[src/rtl/acc_cpu_seq_pkg.sv]
// acc_cpu_seq_pkg: shared states, status codes, opcodes and halt-detector flag type
package acc_cpu_seq_pkg;
  typedef enum logic [2:0] {S_IDLE, S_LOAD, S_CLEAR, S_RUN, S_DONE} state_t;
  localparam logic [1:0] STAT_HALT    = 2'b00;
  localparam logic [1:0] STAT_RUNOFF  = 2'b01;
  localparam logic [1:0] STAT_TIMEOUT = 2'b10;
  localparam logic [1:0] STAT_LENERR  = 2'b11;
  localparam logic [3:0] OP_LOAD = 4'h1;
  localparam logic [3:0] OP_ADD  = 4'h2;
  localparam logic [3:0] OP_SUB  = 4'h3;
  localparam logic [3:0] OP_AND  = 4'h4;
  localparam logic [3:0] OP_OR   = 4'h5;
  localparam logic [3:0] OP_XOR  = 4'h6;
  localparam logic [3:0] OP_NOT  = 4'h7;
  localparam logic [3:0] OP_SHL  = 4'h8;
  localparam logic [3:0] OP_SHR  = 4'h9;
  localparam logic [3:0] OP_HALT = 4'hA;
  typedef struct packed {
    logic halt;
    logic runoff;
    logic timeout;
  } flag_t;
  function automatic logic [1:0] flag_status(input flag_t f);
    return f.halt ? STAT_HALT : f.runoff ? STAT_RUNOFF : STAT_TIMEOUT;
  endfunction
endpackage

[src/rtl/acc_cpu_halt_detect.sv]
// acc_cpu_halt_detect: watches cpu_pc during RUN and raises a one-hot halt/runoff/timeout flag
module acc_cpu_halt_detect
  import acc_cpu_seq_pkg::*;
#(
  parameter int TIMEOUT  = 255,
  parameter int HALT_WIN = 4
) (
  input  logic       clk,
  input  logic       reset,
  input  logic       clear,
  input  logic       run,
  input  logic [3:0] cpu_pc,
  input  logic [3:0] len,
  output flag_t      flag
);
  localparam int SW = $clog2(HALT_WIN);
  logic [3:0] prev_pc;
  logic [SW-1:0] stable, stable_nxt;
  logic [7:0] run_cnt, run_nxt;
  logic halt, runoff, tmo;
  // a running CPU holds PC for at most 2 cycles, so a longer hold means HALT
  always_comb begin
    stable_nxt   = (cpu_pc == prev_pc) ? stable + SW'(1) : '0;
    run_nxt      = run_cnt + 8'd1;
    halt         = stable_nxt == SW'(HALT_WIN - 1);
    runoff       = cpu_pc > len;
    tmo          = run_nxt == 8'(TIMEOUT);
    flag.halt    = run & halt;
    flag.runoff  = run & ~halt & runoff;
    flag.timeout = run & ~halt & ~runoff & tmo;
  end
  always_ff @(posedge clk or posedge reset) begin
    if (reset) begin
      prev_pc <= '0;
      stable  <= '0;
      run_cnt <= '0;
    end else if (clear) begin
      prev_pc <= '0;
      stable  <= '0;
      run_cnt <= '0;
    end else if (run) begin
      prev_pc <= cpu_pc;
      stable  <= stable_nxt;
      run_cnt <= run_nxt;
    end
  end
endmodule

[src/rtl/acc_cpu_sequencer.sv]
// acc_cpu_sequencer: loads a program into the accumulator CPU, runs it and captures AC with a status code
module acc_cpu_sequencer
  import acc_cpu_seq_pkg::*;
#(
  parameter int DEPTH    = 10,
  parameter int TIMEOUT  = 255,
  parameter int HALT_WIN = 4
) (
  input  logic        clk,
  input  logic        reset,
  input  logic        start,
  input  logic [3:0]  len,
  input  logic        in_valid,
  input  logic [11:0] in_data,
  output logic        in_ready,
  output logic        cpu_we,
  output logic [3:0]  cpu_addr,
  output logic [11:0] cpu_instr,
  output logic        cpu_rst,
  input  logic [3:0]  cpu_pc,
  input  logic [7:0]  cpu_ac,
  output logic        busy,
  output logic        done,
  output logic [1:0]  status,
  output logic [7:0]  result
);
  localparam logic [3:0] DEPTH_L = 4'(DEPTH);
  state_t state;
  logic [3:0] len_q;
  logic len_bad;
  flag_t flag;
  assign len_bad   = (len == '0) || (len > DEPTH_L);
  assign cpu_we    = in_valid & in_ready;
  assign cpu_instr = in_ready ? in_data : '0;
  acc_cpu_halt_detect #(.TIMEOUT(TIMEOUT), .HALT_WIN(HALT_WIN)) u_halt (
    .clk    (clk),
    .reset  (reset),
    .clear  (state == S_CLEAR),
    .run    (state == S_RUN),
    .cpu_pc (cpu_pc),
    .len    (len_q),
    .flag   (flag)
  );
  always_ff @(posedge clk or posedge reset) begin
    if (reset) begin
      state    <= S_IDLE;
      len_q    <= '0;
      cpu_addr <= '0;
      in_ready <= 1'b0;
      cpu_rst  <= 1'b1;
      busy     <= 1'b0;
      done     <= 1'b0;
      status   <= STAT_HALT;
      result   <= '0;
    end else begin
      done <= 1'b0;
      case (state)
        S_IDLE: if (start) begin
          busy <= 1'b1;
          if (len_bad) begin
            status <= STAT_LENERR;
            done   <= 1'b1;
            state  <= S_DONE;
          end else begin
            len_q    <= len;
            cpu_addr <= '0;
            in_ready <= 1'b1;
            cpu_rst  <= 1'b0;
            state    <= S_LOAD;
          end
        end
        S_LOAD: if (cpu_we) begin
          cpu_addr <= cpu_addr + 4'd1;
          if (cpu_addr == len_q - 4'd1) begin
            in_ready <= 1'b0;
            cpu_rst  <= 1'b1;
            state    <= S_CLEAR;
          end
        end
        S_CLEAR: begin
          cpu_rst <= 1'b0;
          state   <= S_RUN;
        end
        S_RUN: if (|flag) begin
          status  <= flag_status(flag);
          result  <= cpu_ac;
          cpu_rst <= 1'b1;
          done    <= 1'b1;
          state   <= S_DONE;
        end
        S_DONE: begin
          busy  <= 1'b0;
          state <= S_IDLE;
        end
        default: state <= S_IDLE;
      endcase
    end
  end
endmodule
[config.mk]
export PLATFORM = sky130hd
export DESIGN_NAME = acc_cpu_sequencer
export DESIGN_NICKNAME = d
export VERILOG_FILES = /design/src/rtl/acc_cpu_seq_pkg.sv /design/src/rtl/acc_cpu_halt_detect.sv /design/src/rtl/acc_cpu_sequencer.sv
export SDC_FILE = /design/constraint.sdc
export NUM_CORES = 1
export LEC_CHECK = 0
export ABC_AREA = 1
export CAP_MARGIN = 30
export CORE_MARGIN = 1.5
export CORE_UTILIZATION = 48
export DETAILED_ROUTE_END_ITERATION = 10
export PLACE_DENSITY_LB_ADDON = 0.25
export SYNTH_ARGS = -nofsm -noshare
export SYNTH_HDL_FRONTEND = slang
export SYNTH_SLANG_ARGS = --single-unit
[constraint.sdc]
create_clock -name clk -period 2.15 [get_ports clk]
set_input_delay 0.215 -clock clk [delete_from_list [all_inputs] [get_ports clk]]
set_output_delay 0.215 -clock clk [all_outputs]
set_load 0.05 [all_outputs]
# Yosys cells after proc, flatten, opt, wreduce, memory -nomap -nowiden
# Index checks and enable logic that the tools add are counted.
[totals] mem_count=0 mem_bits_rw=0 out_inout_bits=31 rom_bits=0 latchBits=0 elab_cells=99 in_bits=32 ff_bits=39
[op_classes] div_mod_pow=0 order_cmp=2 shift=0 addsub=4 n_reduce_logical=17 n_eq_ne=14 n_mul=0 bitwise_logic=9 mux=41
[ops] cell="4-bit two-way mux" count=5
[ops] cell="2-bit two-way mux" count=8
[ops] cell="8-bit two-way mux" count=2
[ops] cell="3-bit two-way mux" count=5
[ops] cell="1-bit two-way mux" count=13
[ops] cell="12-bit two-way mux" count=1
[ops] cell="2-bit inequality test (second input constant)" count=6
[ops] cell="3-bit one-hot mux with 4 select lines" count=1
[ops] cell="4-bit AND reduction" count=3
[ops] cell="8-bit by 1-bit adder with 8-bit output (second input constant)" count=1
[ops] cell="4-bit == test" count=2
[ops] cell="8-bit == test (second input constant)" count=1
[ops] cell="4-bit one-hot mux with 2 select lines" count=1
[ops] cell="2-bit nonzero test" count=4
[ops] cell="1-bit bitwise AND" count=6
[ops] cell="3-bit by 2-bit == test with 1-bit output (second input constant)" count=2
[ops] cell="1-bit one-hot mux with 2 select lines" count=3
[ops] cell="6-bit AND reduction" count=1
[ops] cell="5-bit AND reduction" count=1
[ops] cell="4-bit by 1-bit adder with 4-bit output (second input constant)" count=1
[ops] cell="4-bit > comparator" count=1
[ops] cell="4-bit > comparator (second input constant)" count=1
[ops] cell="4-bit zero test" count=1
[ops] cell="1-bit one-hot mux with 4 select lines" count=1
[ops] cell="other kinds (13)" count=16

# Depth between registers and ports, before layout
[logic_depth] word_depth=10 mapped_depth=13 mapped_depth_nobuf=13

# Modules after synthesis
# Synthesis repeated with hierarchy kept, for this count alone.
[unflattened] hier_cells=317 hier_area_um2=2319.7
[modules_own_cells] module="acc_cpu_sequencer" area_each_um2=1386.3 cells_each=179 seq_area_each_um2=626.9 n_inst=1
[modules_own_cells] module="acc_cpu_halt_detect" area_each_um2=933.4 cells_each=138 seq_area_each_um2=350.3 n_inst=1

# Worst setup path after synthesis
# Ideal clock, no wire load.
[synth_timing] kind="register to output" from="register in_ready" to="output cpu_instr[10]" t_arrival_ns=1.367 required_ns=1.935 path_slack_ns=0.568 stages_incl_launch_ff=4 path_buffers=1 cell_sequence="dfrtp_1 clkbuf_1 nand2_1 inv_1"
[synth_between] elab_chain_cells=1
[synth_lines] item="from (decl)" line="acc_cpu_sequencer.sv:15" source="output logic in_ready,"
[synth_lines] item="from (signal assigned)" line="acc_cpu_sequencer.sv:49" source="in_ready <= 1'b0;"
[synth_lines] item="from (signal assigned)" line="acc_cpu_sequencer.sv:67" source="in_ready <= 1'b1;"
[synth_lines] item="from (signal assigned)" line="acc_cpu_sequencer.sv:75" source="in_ready <= 1'b0;"
[synth_lines] item="12-bit two-way mux" line="acc_cpu_sequencer.sv:34" source="assign cpu_instr = in_ready ? in_data : '0;"
[synth_lines] item="to (decl)" line="acc_cpu_sequencer.sv:18" source="output logic [11:0] cpu_instr,"
# No other way between the ends.

# Worst setup path after layout
[layout_timing] from="register in_ready" to="output cpu_instr[0]"
# The elaborated chain is that of the path after synthesis.

==> summary.txt <==
Synthesis
  • Post-synth top area cell: dfrtp_1
  • Most frequent cells after synthesis: 110 x nand2_1, 51 x inv_1, 38 x dfrtp_1
  • Yosys warns: 0
  • Top-count cell post-synth: nand2_1
  • #FFs+latches synth: 39
  • Yosys cell types: 36
  • Sequential element share of the synthesized area: 0.432
  • Post-synthesis cell area: around 0.0023 sq mm
  • Synth Flop Type: dfrtp_1
  • Ranking of synthesized cells by area: dfrtp_1 42%, nand2_1 18%, inv_1 8.5%
  • EDFF count, synth: 0
  • Ys async rst share: 1.00
  • Post-synth top area share: 0.420
  • Mapped Avg Cell Area: approximately 7.4 sq um
  • Post-Synthesis Cells: approximately 300
  • Syn Nets: 344

Global routing
  • GR Overflow Total: 0
  • Initial antenna violation count: 0
  • First-pass GRT wire length: roughly 8500 microns
  • Vias in the first global route: ~2000
  • Largest net degree at the start of global routing: 40
  • GRT Overall Usage: 0.212

Critical path
  • Crit Path Category: reg2out
  • Largest stage delay on the critical path: 0.80 ns
  • Crit path buf inv count: 2
  • Max stage delay cell, worst path: clkdlybuf4s50_1
  • Reg2Reg Depth: 10
  • RR Startpoint: len_q[0]
  • Kind of end point of the critical path: primary output
  • Reg2reg end: state[0]
  • Arrival @ worst endpoint: ~1.7 ns
  • Worst setup SP type: flop
  • Flop2flop setup slack: a little under 0.3 ns
  • Worst-path maximum fanout: 15
  • Crit path max-delay family: buffers and inverters
  • Crit-path cells: nand2_1 > inv_1 > clkdlybuf4s50_1
  • Worst endpoint required time: 1.93 ns

Floorplan
  • I/O pins: 63
  • Row count: 24
  • Die H: 71.7 microns
  • Core Box Area: 0.00444 sq mm
  • Die area: 0.00514 sq mm
  • Starting Density: 0.509
  • Die Wd: ~72 microns

STA
  • Max_slew headroom: 0.653
  • RSZ-0062 raised after global routing: false
  • Fmax: just over 500 MHz
  • Worst slew pin tran: around 0.52 ns
  • Final hold vios: 0
  • Setup WS post-layout: 0.206 ns
  • Worst Skew: 0.00673 ns
  • Fin crit share: 0.904
  • Setup Viol. Count Final: 0
  • Min Tclk post-route: 1.94 ns
  • Setup TNS: 0 ns
  • Slew Limit Fails: 0

Cells and area
  • Reg area: roughly 1000 sq um
  • Area of the multi-input gates: between 0.001 and 0.0015 sq mm
  • Layout cells sized above 1: 0.0858
  • Fin nets: a little over 400
  • N_diodes: 0
  • Area Overhead vs Synth: 35.4%
  • Filler cells: around 390

Drt
  • Vias per cell: 4.88
  • Iteration-0 DRC Markers: 75
  • Avg WL per Cell: roughly 12 microns
  • Final ANT Viol Nets: 0
  • DRT Wirelength: 5010 microns
  • First-pass DRT Iterations: 6
  • DR DRC count: 0
  • Total number of vias: roughly 2100

Hold path
  • Worst Hold Class: in2async

Flow run
  • Max cap viols: 0

Power and ir drop
  • Leak Pwr: 0.00169 uW
  • Pint: roughly 2100 uW
  • Pwr Density: roughly 1300 mW/mm^2
  • Clock group share of total power: 0.134
  • Peak VDD IR: 0.921 mV
  • Sw Pwr: around 2000 uW
  • Sw frac: 0.494
  • Sequential fraction of design power: 0.294
  • Combinational Power Share: 0.573

Clock tree
  • CTS buffer count: 5
  • CTS tree: built
  • Clock latency on the worst-skew pair: around 0.30 ns
  • H-Tree Depth: 2
  • CTS root buf: clkbuf_8
  • Setup Fix Bufs, Post-CTS: 0
  • Clock sink count: 39
  • Clk buf depth: 2
  • Clock Pin Slew Worst Setup and Hold Paths: approximately 0.070 ns

Placement
  • Worst slack, placed: 0.135 ns
  • GP Congestion: 0.887
  • Port Buf Inserts: 62
  • Detail Placement HPWL: roughly 3800 microns

Outcome
  • Status: complete, no violations
registers in the layout (all words and copies together), names as in the netlist, 2 cells and up:
register / count
cpu_addr: 4
len_q: 4
result: 8
state: 3
status: 2
u_halt.prev_pc: 4
u_halt.run_cnt: 8
u_halt.stable: 2
power by group through the flow:
stage	logic [uW]	clock network, uW	registers (uW)
global placement	2290	0	1220
global route	2570	586	1240
detailed placement	2350	0	1210
finish	2350	549	1210
CTS	2370	562	1200
floorplan	1210	0	1660
cells in the final DEF (no fill, tap or decap), types with 3 or more instances in the layout:
cell type	instances
nand2_1	110
clkdlybuf4s50_1	54
inv_1	51
dfrtp_1	37
nor2_1	18
o21ai_0	12
nand3_1	10
o22ai_1	8
ha_1	8
clkbuf_8	7
dlymetal6s2s_1	7
inv_2	4
nand4_1	4
xor2_1	4
nand2_2	3
nor2_2	3
a21oi_1	3
how the worst max path moves through the flow:
stage,start,to,slack (ns),cells after the start
floorplan,in_ready,cpu_instr[10],0.57,3
global placement,cpu_pc[1],result[0],0.20,13
detailed placement,cpu_pc[1],result[6],0.13,13
CTS,in_ready,cpu_instr[9],0.07,3
global route,in_ready,cpu_instr[0],0.11,3
finish,in_ready,cpu_instr[0],0.21,3
tightest hold or removal path: stages:
cell and delay, ns:
clkdlybuf4s50_1 0.39, inv_1 0.05, buf_4 0.41
final cells by class:
type,instances,share of cell area
timing repair buffer,63,0.210
sequential,39,0.319
inverter,57,0.0706
clock buffer,8,0.0327
tap,52,0.0212
multi-input combinational,206,0.347
routing by layer:
metal / wire, microns / track usage
met5: 0 / 0
met4: 110 / 0.0943
met3: 251 / 0.0534
met2: 2410 / 0.350
met1: 2230 / 0.263
metrics by stage:
step	area, sq um	total power (uW)	hold WS [ns]	cells	utilization
after floorplan	2260	2860	0.332	304	-
after global placement	2950	3510	0.449	417	0.663
after detailed placement	2950	3570	0.465	417	0.663
after CTS	3050	4140	0.341	425	0.686
after global routing	3070	4390	0.373	425	0.690
final	3070	4110	0.325	425	0.690
kinds of logic (layout without fill, tap and decap cells):
logic type      count (synthesis)  count (layout)  synth area share
xor+xnor                        5               5            0.0193
buf+inv                        59             128            0.0989
compound gates                 34              34            0.0967
flops                          39              39             0.432
fa+ha+maj                       8               8            0.0442
simple gates                  159             159             0.309
repair_timing:
item | 4_1_cts | 5_1_grt
endpoints found under the setup margin | 0 | 10
gates resized for setup | 0 | 8
hold buffers | 0 | 0
hold endpoints to repair | 0 | 0
(Power assumes the default switching activity.)
